**src/rtl/clock_edit_ctrl.sv**
```systemverilog
// clock_edit_ctrl: button conditioning, seconds prescaler and RUN/EDIT
// control for the century clock counter chain.
module clock_edit_ctrl #(
    parameter int NUM_FIELDS      = 6,
    parameter int SEL_W           = 3,
    parameter int DEBOUNCE_CYCLES = 20,
    parameter int TICK_DIV        = 50000000,
    parameter int TIMEOUT_CYCLES  = 1000
) (
    input  logic                  clk,
    input  logic                  rst_n,
    input  logic                  btn_mode,
    input  logic                  btn_up,
    input  logic                  btn_down,
    output logic                  tick_o,
    output logic                  edit_o,
    output logic [SEL_W-1:0]      sel_o,
    output logic [NUM_FIELDS-1:0] up_o,
    output logic [NUM_FIELDS-1:0] down_o
);

    localparam int DW = $clog2(DEBOUNCE_CYCLES);
    localparam int PW = $clog2(TICK_DIV);
    localparam int TW = $clog2(TIMEOUT_CYCLES);

    localparam logic [DW-1:0]    DB_MAX   = DW'(DEBOUNCE_CYCLES - 1);
    localparam logic [PW-1:0]    PRE_MAX  = PW'(TICK_DIV - 1);
    localparam logic [TW-1:0]    TMO_MAX  = TW'(TIMEOUT_CYCLES - 1);
    localparam logic [SEL_W-1:0] SEL_MAX  = SEL_W'(NUM_FIELDS - 1);

    typedef enum logic {
        RUN  = 1'b0,
        EDIT = 1'b1
    } state_e;

    // Button vectors are packed as {down, up, mode}.
    logic [2:0]         sync1_q, sync1_d;
    logic [2:0]         sync2_q, sync2_d;
    logic [2:0]         stable_q, stable_d;
    logic [2:0]         prev_q, prev_d;
    logic [2:0][DW-1:0] cnt_q, cnt_d;
    logic [2:0]         press;

    state_e                state_q, state_d;
    logic [SEL_W-1:0]      sel_q, sel_d;
    logic [PW-1:0]         presc_q, presc_d;
    logic [TW-1:0]         tmo_q, tmo_d;
    logic                  tick_q, tick_d;
    logic [NUM_FIELDS-1:0] up_q, up_d;
    logic [NUM_FIELDS-1:0] down_q, down_d;
    logic [NUM_FIELDS-1:0] sel_hot;

    // Synchronize raw buttons and accept a level only after it holds steady.
    always_comb begin
        sync1_d  = {btn_down, btn_up, btn_mode};
        sync2_d  = sync1_q;
        stable_d = stable_q;
        cnt_d    = cnt_q;
        prev_d   = stable_q;
        for (int b = 0; b < 3; b++) begin
            if (sync2_q[b] == stable_q[b]) begin
                cnt_d[b] = '0;
            end else if (cnt_q[b] == DB_MAX) begin
                stable_d[b] = sync2_q[b];
                cnt_d[b]    = '0;
            end else begin
                cnt_d[b] = cnt_q[b] + DW'(1);
            end
        end
    end

    assign press   = stable_q & ~prev_q;
    assign sel_hot = NUM_FIELDS'(1) << sel_q;

    // RUN/EDIT next state, prescaler, timeout and registered pulse outputs.
    always_comb begin
        state_d = state_q;
        sel_d   = sel_q;
        presc_d = presc_q;
        tmo_d   = tmo_q;
        tick_d  = 1'b0;
        up_d    = '0;
        down_d  = '0;
        unique case (state_q)
            RUN: begin
                sel_d   = '0;
                tmo_d   = '0;
                tick_d  = (presc_q == PRE_MAX);
                presc_d = tick_d ? '0 : presc_q + PW'(1);
                if (press[0]) begin
                    state_d = EDIT;
                    presc_d = '0;
                end
            end
            EDIT: begin
                presc_d = '0;
                if (|press) begin
                    tmo_d = '0;
                end else if (tmo_q == TMO_MAX) begin
                    state_d = RUN;
                    sel_d   = '0;
                    tmo_d   = '0;
                end else begin
                    tmo_d = tmo_q + TW'(1);
                end
                if (press[0]) begin
                    if (sel_q == SEL_MAX) begin
                        state_d = RUN;
                        sel_d   = '0;
                    end else begin
                        sel_d = sel_q + SEL_W'(1);
                    end
                end else if (press[1] && !press[2]) begin
                    up_d = sel_hot;
                end else if (press[2] && !press[1]) begin
                    down_d = sel_hot;
                end
            end
            default: state_d = RUN;
        endcase
    end

    // All state and output registers, cleared asynchronously.
    always_ff @(posedge clk or negedge rst_n) begin
        if (!rst_n) begin
            sync1_q  <= '0;
            sync2_q  <= '0;
            stable_q <= '0;
            prev_q   <= '0;
            cnt_q    <= '0;
            state_q  <= RUN;
            sel_q    <= '0;
            presc_q  <= '0;
            tmo_q    <= '0;
            tick_q   <= 1'b0;
            up_q     <= '0;
            down_q   <= '0;
        end else begin
            sync1_q  <= sync1_d;
            sync2_q  <= sync2_d;
            stable_q <= stable_d;
            prev_q   <= prev_d;
            cnt_q    <= cnt_d;
            state_q  <= state_d;
            sel_q    <= sel_d;
            presc_q  <= presc_d;
            tmo_q    <= tmo_d;
            tick_q   <= tick_d;
            up_q     <= up_d;
            down_q   <= down_d;
        end
    end

    assign tick_o = tick_q;
    assign edit_o = (state_q == EDIT);
    assign sel_o  = sel_q;
    assign up_o   = up_q;
    assign down_o = down_q;

endmodule

```
**config.mk**
```make
export PLATFORM = sky130hd
export DESIGN_NAME = clock_edit_ctrl
export DESIGN_NICKNAME = d
export VERILOG_FILES = /design/src/rtl/clock_edit_ctrl.sv
export SDC_FILE = /design/constraint.sdc
export NUM_CORES = 1
export LEC_CHECK = 0
export CORE_ASPECT_RATIO = 1.1
export CORE_MARGIN = 3
export CORE_UTILIZATION = 35
export DETAILED_ROUTE_END_ITERATION = 10
export PLACE_DENSITY = 0.59
export SKIP_CTS_REPAIR_TIMING = 1
export SYNTH_ARGS = -nofsm -noshare
export SYNTH_HDL_FRONTEND = slang
export SYNTH_SLANG_ARGS = --single-unit
```
**constraint.sdc**
```tcl
create_clock -name clk -period 4.45 [get_ports clk]
set_input_delay 1.1125 -clock clk [delete_from_list [all_inputs] [get_ports clk]]
set_output_delay 1.1125 -clock clk [all_outputs]
set_load 0.02 [all_outputs]
```
## Yosys cells after proc, flatten, opt, wreduce, memory -nomap -nowiden

Index checks and enable logic that the tools add are counted.

- Register bits after elaboration: 80
- Input bits: 5
- Word-level logic and storage cells: 80

- $add $sub $neg: 6
- Equal/unequal tests: 11
- Shift-type cells: 1
- Mux-type cells: 31
- Bitwise logic cells: 6
- Reductions and logical operators: 9

Operators with widths:

| operator | count |
|---|---|
| two-way mux 26 bit | 2 |
| case mux 26 bit (2 select lines) | 1 |
| two-way mux 6 bit | 7 |
| two-way mux 5 bit | 6 |
| adder 26 x 1 -> 26 bit, second input constant | 1 |
| == test 26 bit, second input constant | 1 |
| two-way mux 10 bit | 2 |
| case mux 10 bit (2 select lines) | 1 |
| adder 5 x 1 -> 5 bit, second input constant | 3 |
| == test 5 bit, second input constant | 3 |
| two-way mux 3 bit | 4 |
| adder 10 x 1 -> 10 bit, second input constant | 1 |
| == test 10 bit, second input constant | 1 |
| AND reduction 2 bit | 4 |
| two-way mux 1 bit | 6 |
| case mux 3 bit (2 select lines) | 1 |
| left shift 1 x 3 -> 6 bit, first input constant | 1 |
| inverter 1 bit | 4 |
| adder 3 x 1 -> 3 bit, second input constant | 1 |
| AND 3 bit | 1 |
| == test 1 bit | 3 |
| == test 3 bit, second input constant | 1 |
| inequality test 3 x 2 -> 1 bit, second input constant | 1 |
| inequality test 3 bit, second input constant | 1 |
| 5 further kinds | 7 |

## Depth between registers and ports, before layout

- Word-level depth: 8
- Mapped depth: 6
- Gate-level depth less buffers: 5

## Worst setup path after synthesis

OpenSTA, ideal clock, no wires.

- Kind: reg2reg
- Start point: register presc_q[0]
- End point: register presc_q[10]
- Arrival time: 1.911 ns
- Required time: 4.328 ns
- Setup slack: 2.418 ns
- Cell stages (with the launch flop): 7
- Buffers on the path: 1
- Cell sequence: dfrtp_1 ha_1 and4_1 nand4_1 o31ai_1 buf_2 nor2_1

- Longest elaborated chain between the ends: 4

RTL lines:

| what | line | text |
|---|---|---|
| from (decl) | 46 | `logic [PW-1:0] presc_q, presc_d;` |
| from (signal assigned) | 146 | `presc_q <= presc_d;` |
| adder 26 x 1 -> 26 bit / == test 26 bit (equally long branches) | 89, 88 |  |
| two-way mux 26 bit (*) | 89 | `presc_d = tick_d ? '0 : presc_q + PW'(1);` |
| two-way mux 26 bit (*) | 90 | `if (press[0]) begin` |
| case mux 26 bit (2 select lines) (*) | 84 | `unique case (state_q)` |
| net presc_d[10] | 46 |  |

Mark *: on every way through the listed nets, which the timed path passes. The rest lies on a longest branch.
A chain may end at the register's enable or synchronous reset.

## Final worst setup path

- Start point: register state_q (netlist: edit_o)
- End point: output edit_o

RTL lines:

| what | line | text |
|---|---|---|
| from (decl) | 44 | `state_e state_q, state_d;` |
| from (signal assigned) | 144 | `state_q <= state_d;` |
| to (decl) | 16 | `output logic edit_o,` |

No word-level cell between the ends.

==> qor.yml <==
rsz0062_at_grt: "false"
clock.fmax_ghz: 0.375
fp.dieW_um: 102
clock_latency_ns: 0.34
ys_seq_area_share_pct: 56.0
diodes: 0
ys.warnings.count: 0
grt_pass1_wl_um: 11100
synth_seq_cells: 80
drtIter0Drc: 201
clock-sinks: 80
multi_input_area_um2: 1490
yosys.cell_types.count: 42
fin_crit_ns: 2.67
critPathLaunchType: "register"
layoutNonFillerInstCount: 490
hold_viol: 0
place_inst: 474
slowest_stage: "clkdlybuf4s50_1"
antenna_found_initial: 0
avgSynthCellArea_um2: 10.5
core_um2: 9940
end_kind: "primary output"
crit_fanout: 12
drv_slew: 0
synth_top_family_by_area: "simple AND/OR/NAND/NOR gates"
hp-class: "register to register"
synth_cells: 341
regArea_um2: 2000
fin_crit_sh_pct: 59.9
yosysMostFrequentCell: "dfrtp_1"
dpl.hpwl_um: 4170
synth_edf_count: 0
slew-limit-headroom_pct: 35.3
synth_xor_area_share_pct: 7.10
dieArea_um2: 11500
max_slew.worst_pin.slew_ns: 0.971
cpPeakStageDelay_ns: 0.67
worst_ep_arrival_time_ns: 1.55
fp-row-count: 38
fill_cells: 942
dr.pass1.iters: 4
viasPerCell: 5.11
p_per_area_nw_per_um2: 352
critical_path_depth: 1
run_status: "finished, final reports clean"
ios: 22
syn_nets: 352
grt_max_degree: 81
cellLeakagePower_nw: 1.69
cts_tree: "yes"
synth.cell_area_um2: 3580
cts_root_buf: "clkbuf_8"
irDropWorstVdd_mv: 0.160
synthMuxAreaShare_pct: 1.85
crit_type: "register to primary output"
wl_um: 6120
path_clk_slew_ns: 0.08
crit_chain: "clkdlybuf4s50_1"
cts_htree_levels: 3
ys.flop_type: "dfrtp_1"
hold_depth: 0
utilization_pct: 41.5
clk_path_buf_depth: 2
synth_area_leaders: "dfrtp_1 (56%), nor2_1 (5.5%), xnor2_1 (5.1%), nand3_1 (2.5%), ha_1 (2.1%)"
yosys.area.top_type_share_pct: 56.0
gp_congestion: 0.784
overflow: 0
vias: 2503
setup_viol: 0
drtAntennaViolNets: 0
hold_ws_ns: 0.346
die_y_um: 112
synthTopCellsByCount: "dfrtp_1 (80), nor2_1 (52), xnor2_1 (21), nand2_1 (19), nand3_1 (18)"
port-buffer-count: 21
wl_per_cell_um: 12.5
yosysTopAreaCell: "dfrtp_1"
setup_tns_ns: 0
synth-compound-area-share_pct: 6.30
synth_adder_area_share_pct: 2.10
drive_gt1_share_pct: 8.38
syn2layout_area_growth_pct: 15.3
track_usage_pct: 11.9
numCtsBuffers: 9
start_util_pct: 36.0
synth-async-reset-ratio_pct: 100
rr_worst_depth: 4
fin_nets: 376
crit_family: "buffers and inverters"
drv_cap: 0
worst-path-buf-inv: 1
yosys.area_share.simple_pct: 24.1
grt_pass1_vias: 2431
skew_ns: 0.00872
drc_errors: 0
crit_required_ns: 3.34
-- logic make-up after synthesis --
group           count (synthesis)
mux                             6
fa+ha+maj                       6
compound gates                 37
xor+xnor                       29
buf+inv                        19
simple gates                  164
flops                          80
-- through the flow --
stage | area (um^2) | power [mW] | setup WS (ns)
after global placement | 3890 | 0.874 | 2.13
after detailed placement | 3890 | 0.876 | 2.12
after floorplan | 3580 | 0.846 | 2.42
after global routing | 4120 | 1.53 | 1.69
final | 4120 | 1.45 | 1.78
after CTS | 4120 | 1.48 | 1.75
-- layer usage --
| metal | wire length [um] | GRT usage [%] |
|---|---|---|
| met5 | 0 | 0 |
| met4 | 76 | 4.46 |
| met3 | 191 | 3.17 |
| met2 | 2910 | 18.6 |
| met1 | 2940 | 15.8 |
-- final cells by class --
cell class | instances | share of cell area [%]
clock buffer | 11 | 3.67
clock inverter | 5 | 1.91
inverter | 10 | 0.910
multi-input combinational | 242 | 36.1
sequential | 80 | 48.5
tap | 120 | 3.64
timing repair buffer | 22 | 5.22
-- report_power, final --
part | total, mW | switching (mW) | internal (mW)
clock | 0.593 | 0.247 | 0.346
combinational | 0.0661 | 0.0351 | 0.0311
sequential | 0.794 | 0.0394 | 0.755
total | 1.45 | 0.322 | 1.13
-- sequential cells by signal, indices dropped and copies added, names as in the netlist --
name / flops
prev_d: 3
sync2_q: 3
down_o: 6
cnt_q: 15
sel_o: 3
sync1_q: 3
presc_q: 26
up_o: 6
tick_o: 1
prev_q: 3
tmo_q: 10
edit_o: 1
-- worst paths after layout --
kind / to / startpoint / slack (ns)
min in group asynchronous: presc_q[19]$_DFF_PN0_ / rst_n / 0.93
max in group asynchronous: prev_q[1]$_DFF_PN0_ / rst_n / 2.90
worst max register to register: presc_q[25]$_DFF_PN0_ / presc_q[8]$_DFF_PN0_ / 2.40
worst min-delay path: sync2_q[0]$_DFF_PN0_ / sync1_q[0]$_DFF_PN0_ / 0.35
worst max-delay path: edit_o / edit_o$_DFF_PN0_ / 1.78
worst min register to register: sync2_q[0]$_DFF_PN0_ / sync1_q[0]$_DFF_PN0_ / 0.35
-- cell usage in the layout (no fill, tap or decap), types with 2 or more instances in the layout --
cell type and instances:
o31ai_1 4, clkinv_2 2, clkdlybuf4s50_1 20, o21a_1 2, buf_4 2, ha_1 6, xnor2_1 21, dfrtp_1 80
o21ai_0 11, inv_1 10, clkbuf_8 11, nor4_1 7, or4_1 2, nor3_1 15, nand2b_1 5, nand2_1 19
nand4b_1 2, and2_1 2, bufinv_16 2, nand4_1 12, and4_1 2, nand3_1 18, nor2_1 52, xor2_1 8
nor2b_1 7, and3_1 3, mux2_2 5, or4_4 2, a22oi_1 2, a21oi_1 12, or3_1 7, a211oi_1 2
nor3b_1 3
Power figures use the tool's default switching activity.
==> RTL edit, RTL diff (config.mk and constraints unchanged) <==
Make the reset (`rst_n`) synchronous in one clocked block. Comments in the files are not updated.
--- a/src/rtl/clock_edit_ctrl.sv
+++ b/src/rtl/clock_edit_ctrl.sv
@@ -121,7 +121,7 @@
     end
 
     // All state and output registers, cleared asynchronously.
-    always_ff @(posedge clk or negedge rst_n) begin
+    always_ff @(posedge clk) begin
         if (!rst_n) begin
             sync1_q  <= '0;
             sync2_q  <= '0;
Function: same outputs for any inputs over 10 cycles, from zero or initial values and one cycle with rst_n low; that may be too few to reach the edited logic, so the function may still have changed.
==> RTL edit against the unedited design <==
- non-clock buffer count down 1
- cell area down 9.2%
- largest cell class unchanged
- critical endpoint is now presc_q[16]$_SDFF_PP0_
- worst setup slack worse by 47 ps
- sequential cell count unchanged
- wire length down 9.7%
- synthesized area down 10%
Power is not compared: it rests on default switching activity, and its combinational part moved more than twofold at a synthesized area within 25%.
==> RTL edit: results (changes against the unedited design) <==
| Metric | Value |
|---|---|
| Via-to-Cell Ratio | `4.862 (-4.8%)` |
| Max stage delay on crit path | `700 ps (+30 ps)` |
| Worst Clk Skew | `6.073 ps (-2.651 ps)` |
| Hold Path Class | `reg -> reg` |
| R2R setup slack | `2190 ps (-210 ps)` |
| Async SR Flop Fraction | `0% (-100 points)` |
| GP Congestion | `0.7391 (-5.8%)` |
| Leakage | `1.252 nW` |
| GRT Overall Usage | `11.38% (-0.49 points)` |
| CP Max Fanout | `24 (+12)` |
| Slew headroom | `59.36% (+24 points)` |
| Detailed Routing Iterations Pass 1 | `4 (unchanged)` |
| Clk buf depth | `2 (unchanged)` |
| Crit-path slowest cell | `clkdlybuf4s50_1` |
| Antenna fix cells | `0 (unchanged)` |
| Vias in the first global route | `2236 (-8.0%)` |
| Hold slack | `433.7 ps (+87.85 ps)` |
| Post-placement cell area | `0.003501 mm^2 (-10%)` |
| Critical path arrival | `2980 ps (+1430 ps)` |
| CTS Root Cell | `clkbuf_8` |
| Syn Nets | `353 (+0.28%)` |
| Library cells used by synthesis | `38 (-9.5%)` |
| Final instance area | `0.003746 mm^2 (-9.2%)` |
| Most frequent cells after synthesis | `80 x dfxtp_1, 60 x nor2_1, 25 x nand3_1` |
| Status | `finished, final reports clean` |
| DRT antenna net count | `0 (unchanged)` |
| Met1 Use GR | `14.13% (-1.6 points)` |
| Largest net degree at the start of global routing | `25 (-69%)` |
| Met3 Track Usage GR | `2.428% (-0.74 points)` |
| Worst-skew pair later-pin latency | `340 ps (about the same)` |
| Worst Setup Slack post-DPL | `1380 ps (-744.4 ps)` |
| Initial drt markers | `78 (-61%)` |
| Routed vias | `2353 (-6.0%)` |
| Sw Share | `19.20%` |
| Tcrit/Tclk final | `61.00% (+1.1 points)` |
| Post-Synthesis Cells | `342 (+0.29%)` |
| WL final | `5.524 mm (-9.7%)` |
| Synth area leaders | `dfxtp_1 50%, nor2_1 7.0%, xor2_1 4.6%` |
| Share of layout cells above drive strength 1 | `6.486% (-1.9 points)` |
| TritonCTS buffer count | `9 (unchanged)` |
| Initial antenna violation count | `0 (unchanged)` |
| Sequential-to-total area share from yosys stat | `49.96% (-6.0 points)` |
| Placed Cells | `468 (-1.3%)` |
| Largest registers | `presc_q (26), cnt_q (15), tmo_q (10)` |
| First-pass GRT wire length | `9.880 mm (-11%)` |
| Met2 Use GR | `19.18% (+0.63 points)` |
| Filler Cell Count | `860 (-8.7%)` |
| DPL Wire Length | `3.855 mm (-7.5%)` |
RTL edit: changes by cell type after synthesis, sizes merged, moves of 5 or more:
cell,unedited run,this run
nor3,15,6
nor2,52,60
nand2,19,12
and2,2,10
dfxtp,0,80
xnor2,21,15
nor2b,7,2
xor2,8,17
mux2,5,0
nand3,18,26
nand4,13,8
dfrtp,80,0
RTL edit: per-layer routing:
layer	vias up	share of wire, %
li1	1231	-
met1	1083	50
met2	29	45
met3	10	3.3
met4	0	2.1
met5	-	0
RTL edit: layout make-up:
| type | count | area share, % |
|---|---|---|
| clock buffer | 11 | 3.774 |
| multi-input combinational | 243 | 40.28 |
| sequential | 80 | 42.75 |
| tap | 114 | 3.808 |
| clock inverter | 5 | 2.772 |
| inverter | 10 | 1.002 |
| timing repair buffer | 21 | 5.611 |
RTL edit: power by group through the flow:
stage               clock network, mW  registers [mW]  logic, mW
finish                          0.639           0.725     0.0196
global route                    0.684           0.726     0.0228
floorplan                           0           0.741     0.0142
CTS                             0.655           0.725     0.0201
detailed placement                  0           0.742     0.0201
global placement                    0           0.742     0.0195
RTL edit: final timing paths:
path / depth (start not counted) / startpoint / endpoint
max: 5 / rst_n / presc_q[16]$_SDFF_PP0_
max reg2reg: 5 / presc_q[0]$_SDFF_PP0_ / presc_q[5]$_SDFF_PP0_
min: 1 / sync1_q[1]$_SDFF_PN0_ / sync2_q[1]$_SDFF_PN0_
min reg2reg: 1 / sync1_q[1]$_SDFF_PN0_ / sync2_q[1]$_SDFF_PN0_
RTL edit: cell families after synthesis:
logic type | count (synthesis) | share of synthesized area (%)
xor gates and xnor gates | 32 | 8.743
AOI/OAI and AO/OA | 36 | 6.987
muxes | 3 | 0.9368
and+or+nand+nor | 166 | 28.06
DFF | 80 | 49.96
adders and majority gates | 6 | 2.342
buffers and inverters | 19 | 2.966
